### src/rtl/pcs_tx_seq_if.sv
// Transmit block stream between the XGMII-side encoder and the PCS sequencer.
// The master drives a classified block with tx_valid and receives the sequenced block with blk_out_valid.
interface pcs_tx_seq_if;
  logic        tx_valid;
  logic [2:0]  t_type;
  logic [65:0] blk_in;
  logic [65:0] blk_out;
  logic        blk_out_valid;

  modport master (
    output tx_valid,
    output t_type,
    output blk_in,
    input  blk_out,
    input  blk_out_valid
  );

  modport slave (
    input  tx_valid,
    input  t_type,
    input  blk_in,
    output blk_out,
    output blk_out_valid
  );
endinterface

### src/rtl/pcs_tx_seq.sv
// 64b/66b transmit sequencer: checks block ordering, substitutes error/local-fault blocks. Optional PCS_TX_ERR_CNT_EN adds a substitution counter.
// Latency: 1 clk from tx_valid to blk_out/blk_out_valid.
// Backpressure: none; tx_valid=0 holds state, blk_out and err_cnt, and drops blk_out_valid.
module pcs_tx_seq (
  input  logic             clk,
  input  logic             rst_n,
  pcs_tx_seq_if.slave      bus,
  input  logic             lf_force,
  input  logic             err_clr,
  output logic [2:0]       state,
  output logic [15:0]      err_cnt
);

  typedef enum logic [2:0] {
    ST_INIT = 3'd0,
    ST_C    = 3'd1,
    ST_D    = 3'd2,
    ST_T    = 3'd3,
    ST_E    = 3'd4
  } st_e;

  localparam logic [2:0] TT_S = 3'd0;
  localparam logic [2:0] TT_C = 3'd1;
  localparam logic [2:0] TT_D = 3'd3;
  localparam logic [2:0] TT_T = 3'd4;

  localparam logic [65:0] EBLOCK = {{8{7'h1E}}, 8'h1E, 2'b01};
  localparam logic [65:0] LBLOCK = {32'h0, 8'h01, 8'h00, 8'h00, 8'h4B, 2'b01};

  st_e         state_q;
  st_e         state_nxt;
  logic [65:0] blk_q;
  logic [65:0] blk_nxt;
  logic        vld_q;

  always_comb begin
    state_nxt = state_q;
    blk_nxt   = blk_q;
    if (bus.tx_valid) begin
      if (lf_force) begin
        state_nxt = ST_INIT;
      end else begin
        case (state_q)
          // Inside a frame only further data or the terminate block is legal.
          ST_D: begin
            case (bus.t_type)
              TT_D:    state_nxt = ST_D;
              TT_T:    state_nxt = ST_T;
              default: state_nxt = ST_E;
            endcase
          end
          // Error state resynchronises on any well-formed block class.
          ST_E: begin
            case (bus.t_type)
              TT_S:    state_nxt = ST_D;
              TT_C:    state_nxt = ST_C;
              TT_D:    state_nxt = ST_D;
              TT_T:    state_nxt = ST_T;
              default: state_nxt = ST_E;
            endcase
          end
          default: begin
            case (bus.t_type)
              TT_S:    state_nxt = ST_D;
              TT_C:    state_nxt = ST_C;
              default: state_nxt = ST_E;
            endcase
          end
        endcase
      end

      case (state_nxt)
        ST_INIT: blk_nxt = LBLOCK;
        ST_E:    blk_nxt = EBLOCK;
        default: blk_nxt = bus.blk_in;
      endcase
    end
  end

  always_ff @(posedge clk) begin
    if (!rst_n) begin
      state_q <= ST_INIT;
      blk_q   <= LBLOCK;
      vld_q   <= 1'b0;
    end else begin
      state_q <= state_nxt;
      blk_q   <= blk_nxt;
      vld_q   <= bus.tx_valid;
    end
  end

  assign state             = state_q;
  assign bus.blk_out       = blk_q;
  assign bus.blk_out_valid = vld_q;

`ifdef PCS_TX_ERR_CNT_EN
  logic [15:0] err_cnt_q;

  // Clear takes precedence over a same-cycle substitution.
  always_ff @(posedge clk) begin
    if (!rst_n) begin
      err_cnt_q <= 16'h0000;
    end else if (err_clr) begin
      err_cnt_q <= 16'h0000;
    end else if (bus.tx_valid && (state_nxt == ST_E) && (err_cnt_q != 16'hFFFF)) begin
      err_cnt_q <= err_cnt_q + 16'h0001;
    end
  end

  assign err_cnt = err_cnt_q;
`else
  logic unused_err_clr;
  assign unused_err_clr = err_clr;
  assign err_cnt        = 16'h0000;
`endif

endmodule

### src/flat_wrapper.sv
// flat-port wrapper written by rule: the top's interface ports become plain ports
module pcs_tx_seq_flat 
  (clk, rst_n, lf_force, err_clr, state, err_cnt, bus_tx_valid, bus_t_type, bus_blk_in, bus_blk_out, bus_blk_out_valid);
  pcs_tx_seq_if bus_i ();
  input  logic clk;
  input  logic rst_n;
  input  logic lf_force;
  input  logic err_clr;
  output logic [2:0] state;
  output logic [15:0] err_cnt;
  input wire logic [$bits(bus_i.tx_valid)-1:0] bus_tx_valid;
  input wire logic [$bits(bus_i.t_type)-1:0] bus_t_type;
  input wire logic [$bits(bus_i.blk_in)-1:0] bus_blk_in;
  output wire logic [$bits(bus_i.blk_out)-1:0] bus_blk_out;
  output wire logic [$bits(bus_i.blk_out_valid)-1:0] bus_blk_out_valid;
  assign bus_i.tx_valid = bus_tx_valid;
  assign bus_i.t_type = bus_t_type;
  assign bus_i.blk_in = bus_blk_in;
  assign bus_blk_out = bus_i.blk_out;
  assign bus_blk_out_valid = bus_i.blk_out_valid;
  pcs_tx_seq u_core (.clk(clk), .rst_n(rst_n), .bus(bus_i), .lf_force(lf_force), .err_clr(err_clr), .state(state), .err_cnt(err_cnt));
endmodule
### config.mk
export PLATFORM = sky130hd
export DESIGN_NAME = pcs_tx_seq_flat
export DESIGN_NICKNAME = d
export VERILOG_FILES = /design/src/rtl/pcs_tx_seq_if.sv /design/src/rtl/pcs_tx_seq.sv /design/src/flat_wrapper.sv
export SDC_FILE = /design/constraint.sdc
export NUM_CORES = 1
export LEC_CHECK = 0
export CAP_MARGIN = 20
export CORE_AREA = 4 4 85 87
export CTS_BUF_LIST = sky130_fd_sc_hd__clkbuf_8 sky130_fd_sc_hd__clkbuf_16
export DETAILED_ROUTE_END_ITERATION = 10
export DIE_AREA = 0 0 89 91
export GPL_TIMING_DRIVEN = 0
export PLACE_DENSITY = 0.82
export SLEW_MARGIN = 5
export SYNTH_ARGS = -nofsm -noshare
export SYNTH_HDL_FRONTEND = slang
export SYNTH_SLANG_ARGS = --single-unit
### constraint.sdc
create_clock -name clk -period 3.26 [get_ports clk]
set_input_delay 0.489 -clock clk [delete_from_list [all_inputs] [get_ports clk]]
set_output_delay 0.489 -clock clk [all_outputs]
set_load 0.005 [all_outputs]
**Word-level counts from Yosys, hierarchy flattened**

Index checks and enable logic that the tools add are counted.

- Word-level logic and storage cells: 19
- Flip-flop bits (word level): 70

- Equality and inequality tests: 6
- Mux-type cells: 7
- Reduce and logical (&&, ||, !) cells: 3

Operators by type and width:

| operator | count |
|---|---|
| $pmux W66 S2 | 1 |
| $pmux W3 S2 | 3 |
| $eq A3 B3 Y1 const B | 3 |
| $pmux W3 S3 | 1 |
| $eq A3 B2 Y1 const B | 2 |
| $logic_not A3 Y1 | 2 |
| $mux W3 | 2 |
| $eq A3 B1 Y1 const B | 1 |
| $reduce_or A2 Y1 | 1 |

**Longest topological paths before layout**

- Depth after elaboration: 8
- Mapped depth: 7
- Depth with buffers taken out: 4

**Worst setup path before layout**

OpenSTA, ideal clock, no wires.

- Path type: in2reg
- Start: input bus_t_type[0]
- End: register u_core.blk_q[40] (netlist: u_core.bus.blk_out[40])
- Buffers on the path: 1
- Arrival: 1.670 ns
- Cell stages on the path: 5
- Setup slack: 1.468 ns
- Setup time: 0.122 ns
- Data required time: 3.138 ns
- Cells stage by stage: or3b_2 > a21oi_2 > nor3_4 > buf_6 > a221o_1

- Longest elaborated chain between the ends: 8
- Elaborated cells on any way between the ends: 14
- Those cells by class: eq/ne: 4; mux: 7; reduce/logical: 3

Ends and longest elaborated chain:

| what | line | RTL |
|---|---|---|
| start: declaration | flat_wrapper.sv:12 | `input wire logic [$bits(bus_i.t_type)-1:0] bus_t_type;` |
| $eq A3 B2 Y1 or $logic_not A3 Y1 (tied branches) | pcs_tx_seq.sv:46, pcs_tx_seq.sv:54, pcs_tx_seq.sv:63 |  |
| $reduce_or A2 Y1 (no line) | - |  |
| $pmux W3 S3 | pcs_tx_seq.sv:54 | `case (bus.t_type)` |
| $pmux W3 S2 * | pcs_tx_seq.sv:43 | `case (state_q)` |
| $mux W3 * | pcs_tx_seq.sv:40 | `if (lf_force) begin` |
| $mux W3 * | pcs_tx_seq.sv:39 | `if (bus.tx_valid) begin` |
| $eq A3 B3 Y1 or $logic_not A3 Y1 (tied branches) | pcs_tx_seq.sv:72 | `case (state_nxt)` |
| $pmux W66 S2 * | pcs_tx_seq.sv:72 |  |
| end signal: assignment | pcs_tx_seq.sv:87 | `blk_q <= blk_nxt;` |
| end: declaration | pcs_tx_seq.sv:32 | `logic [65:0] blk_q;` |

Mark *: on every way between the ends. The rest lies on a longest branch, timed or not. The select of a mux whose other input is x is not followed.
A chain may end at the register's enable or synchronous reset.

**Worst setup path in the final report**

- Start: input bus_t_type[0]
- End: register u_core.blk_q[4] (netlist: u_core.bus.blk_out[4])

Same word-level chain as after synthesis.

==> flow_summary_export.csv <==
group,metric,value,unit
run_status,status,"completed",
grt,antenna_found_initial,0,
routing,routedWlPerCell,15.6,µm
logic_synthesis,synth_compound_area_share,28.4,%
logic_synthesis,synth_edf_count,0,
logic_synthesis,synth_area_leaders,"dfxtp_1, a221o_1, a22o_1, buf_4, buf_6",
routing,drt_first_iter_violations,76,
floorplanning,num_io_pins,160,
routing,antenna_left,0,
logic_synthesis,synthesis.area,0.00247,mm²
logic_synthesis,synthAdderAreaFrac,0,%
grt,grt_pass1_vias,2306,
clocking,clk_path_buf_depth,2,
logic_synthesis,ys_warn_count,0,
worst_hold_path,hp-class,"flop to flop",
logic_synthesis,postSynthAreaPerCell,12.2,µm²
timing,setup_viol,0,
routing,via_per_inst,5.02,
critical_path,r2r_slack,1.38,ns
finish,stdcell_count,452,
power,cellLeakagePower,1.68,nW
timing,fin_skew,0.00769,ns
routing,firstDrtPassIters,4,
timing,finalHoldViolCount,0,
clocking,cts_resized,0,
critical_path,worstReg2RegEnd,"u_core.bus.blk_out[22]$_SDFFE_PN0P_",
logic_synthesis,synth-seq-cells,70,
finish,area_delta_synth_final,71.9,%
critical_path,worst-path-max-fanout,10,
routing,routed_wl,7.04,mm
logic_synthesis,ys_types,27,
logic_synthesis,synthArstFlopShare,0,%
timing,rsz0062_at_grt,"no",
floorplanning,rows,29,
clocking,clk_pin_slew,0.07,ns
timing,drv_slew,0,
timing,layout_min_cycle_time,2.18,ns
critical_path,r2r_cells,6,
clocking,cts_made_buffers,9,
worst_hold_path,hold_start,"u_core.bus.blk_out[7]$_SDFFE_PN0P_",
routing,vias,2268,
critical_path,crit_path_max_incr_delay,0.53,ns
floorplanning,chipWidth,89,µm
clocking,htree_levels,3,
logic_synthesis,yosys_most_used_dff,"dfxtp_1",
grt,grt_start_max_net_pins,12,
critical_path,worstSetupStartpointType,"input pin",
place,io_buffer_count,142,
place,gp_congestion,0.819,
routing,route.detailed.drc,0,
grt,grt_pass1_wl,11.0,mm
logic_synthesis,yosysTopAreaCellShare,56.8,%
finish,drive_above_1_share,10.9,%
critical_path,cp-end-kind,"flop",
critical_path,critPathSlowestCell,"or3b_2",
grt,overflow,0,
critical_path,cp.required,3.47,ns
logic_synthesis,yosys.cell_count.top_type,"dfxtp_1",
logic_synthesis,synthXorXnorAreaFrac,0,%
clocking,cts_root_buf,"clkbuf_8",
critical_path,path_class,"input pin to flop",
clocking,cts_tree,"done",
floorplanning,fp.dieArea,0.00810,mm²
critical_path,arrival,2.39,ns
critical_path,endpoint,"u_core.bus.blk_out[4]$_SDFFE_PN0P_",
power,power.density,449,mW/mm²
finish,diodes,0,
finish,nets,444,
grt,grtUsageTotal,16.8,%
critical_path,reg2reg_from,"u_core.state[1]$_SDFFE_PN0P_",
logic_synthesis,synthTopCellsByCount,"dfxtp_1, a221o_1, a22o_1",
clocking,cts_setup_buffers,0,
timing,fmax,0.458,GHz
timing,min_period_over_period,67.0,%
logic_synthesis,synthMuxAreaShare,0.406,%
place,place_inst,436,
logic_synthesis,netlist_instances,202,
logic_synthesis,post_synth_and_or_nand_nor_area_fraction,4.92,%
place,hpwl,5.32,mm
timing,finalSetupTns,0,ns
floorplanning,dieHeight,91,µm
critical_path,worstSetupStartpoint,"bus_t_type[0]",
clocking,cts_num_sinks,70,
floorplanning,start_util,38.9,%
logic_synthesis,synth_top_family_by_area,"compound AO/OA/AOI/OAI gates",
critical_path,crit_chain,"clkdlybuf4s50_1 > or3b_2 > a21oi_2 > nor3_4 > buf_6 > a221o_1",
power,vdd_drop_max,0.000296,V
logic_synthesis,ys_seq_area_share,56.8,%
logic_synthesis,netlist.top_cell.by_area,"dfxtp_1",
clocking,hold_buffers,0,
floorplanning,coreArea,0.00635,mm²
job,maxCapViolCount,0,
clocking,insertion_delay,0.32,ns
-- routing by layer --
layer	wire length (µm)	track usage, %
met1	2770	19.1
met2	3280	27.4
met3	864	7.15
met4	125	6.95
met5	0	0
-- layout make-up --
class	count	area, µm²
Multi-Input combinational cell	114	893
Sequential cell	70	1400
Fill cell	479	2110
Tap cell	77	96.3
Timing Repair Buffer	142	1420
Clock buffer	11	151
Buffer	33	229
Clock inverter	5	48.8
-- through the flow --
| stage | utilization [%] | setup WS, ns | hold WS (ns) | total power [W] | instance area [µm²] |
|---|---|---|---|---|---|
| 6_report | 66.8 | 1.08 | 0.479 | 0.00190 | 4240 |
| 5_1_grt | 66.8 | 1.03 | 0.496 | 0.00198 | 4240 |
| 4_1_cts | 66.8 | 1.11 | 0.485 | 0.00193 | 4240 |
| 3_5_place_dp | 63.6 | 0.760 | 0.463 | 0.00124 | 4040 |
| 3_3_place_gp | 63.6 | 0.816 | 0.460 | 0.00123 | 4040 |
| 2_1_floorplan | - | 1.47 | 0.475 | 0.00104 | 2520 |
-- logic make-up after synthesis --
kind of cell,Yosys count
AOI/OAI and AO/OA,79
buffers and inverters,33
DFF,70
muxes,1
other,1
and+or+nand+nor,18
-- report_power, final --
group | internal (W) | total [W] | switching, W
logic | 0.000204 | 0.000295 | 0.0000911
clock network | 0.000389 | 0.000683 | 0.000295
registers | 0.000901 | 0.000926 | 0.0000249
total | 0.00149 | 0.00190 | 0.000411
-- worst min path at each step --
stage / to / cells after the start
final: u_core.bus.blk_out[7]$_SDFFE_PN0P_ / 1
after global routing: u_core.bus.blk_out[23]$_SDFFE_PN0P_ / 1
after CTS: u_core.bus.blk_out[23]$_SDFFE_PN0P_ / 1
after detailed placement: u_core.bus.blk_out[30]$_SDFFE_PN0P_ / 1
after global placement: u_core.bus.blk_out[45]$_SDFFE_PN0P_ / 1
after floorplan: u_core.bus.blk_out[10]$_SDFFE_PN0P_ / 1
-- worst max-delay path: cells and delay by family --
kind	cells	cell delay, ns
and+or+nand+nor	2	0.66
buffers and inverters	2	0.69
AOI/OAI and AO/OA	2	0.55
-- state kept, by name, indices dropped and copies added (netlist names) --
signal,flops
u_core.bus.blk_out,66
u_core.state,3
u_core.bus.blk_out_valid,1
-- placed cells by master, fill, tap and decap left out, drive strengths merged, types with 2 or more instances in the layout --
master         instances
clkinv                 3
nand3b                 2
nor2                   4
clkdlybuf4s50        142
a22o                  28
o22ai                  3
buf                   22
o31ai                  2
dfxtp                 70
o22a                   4
o21ai                  3
or3b                   2
a221o                 33
conb                  16
clkbuf                22
a21oi                  3
nor2b                  3
nand2b                 3
Power figures use the tool's default switching activity.
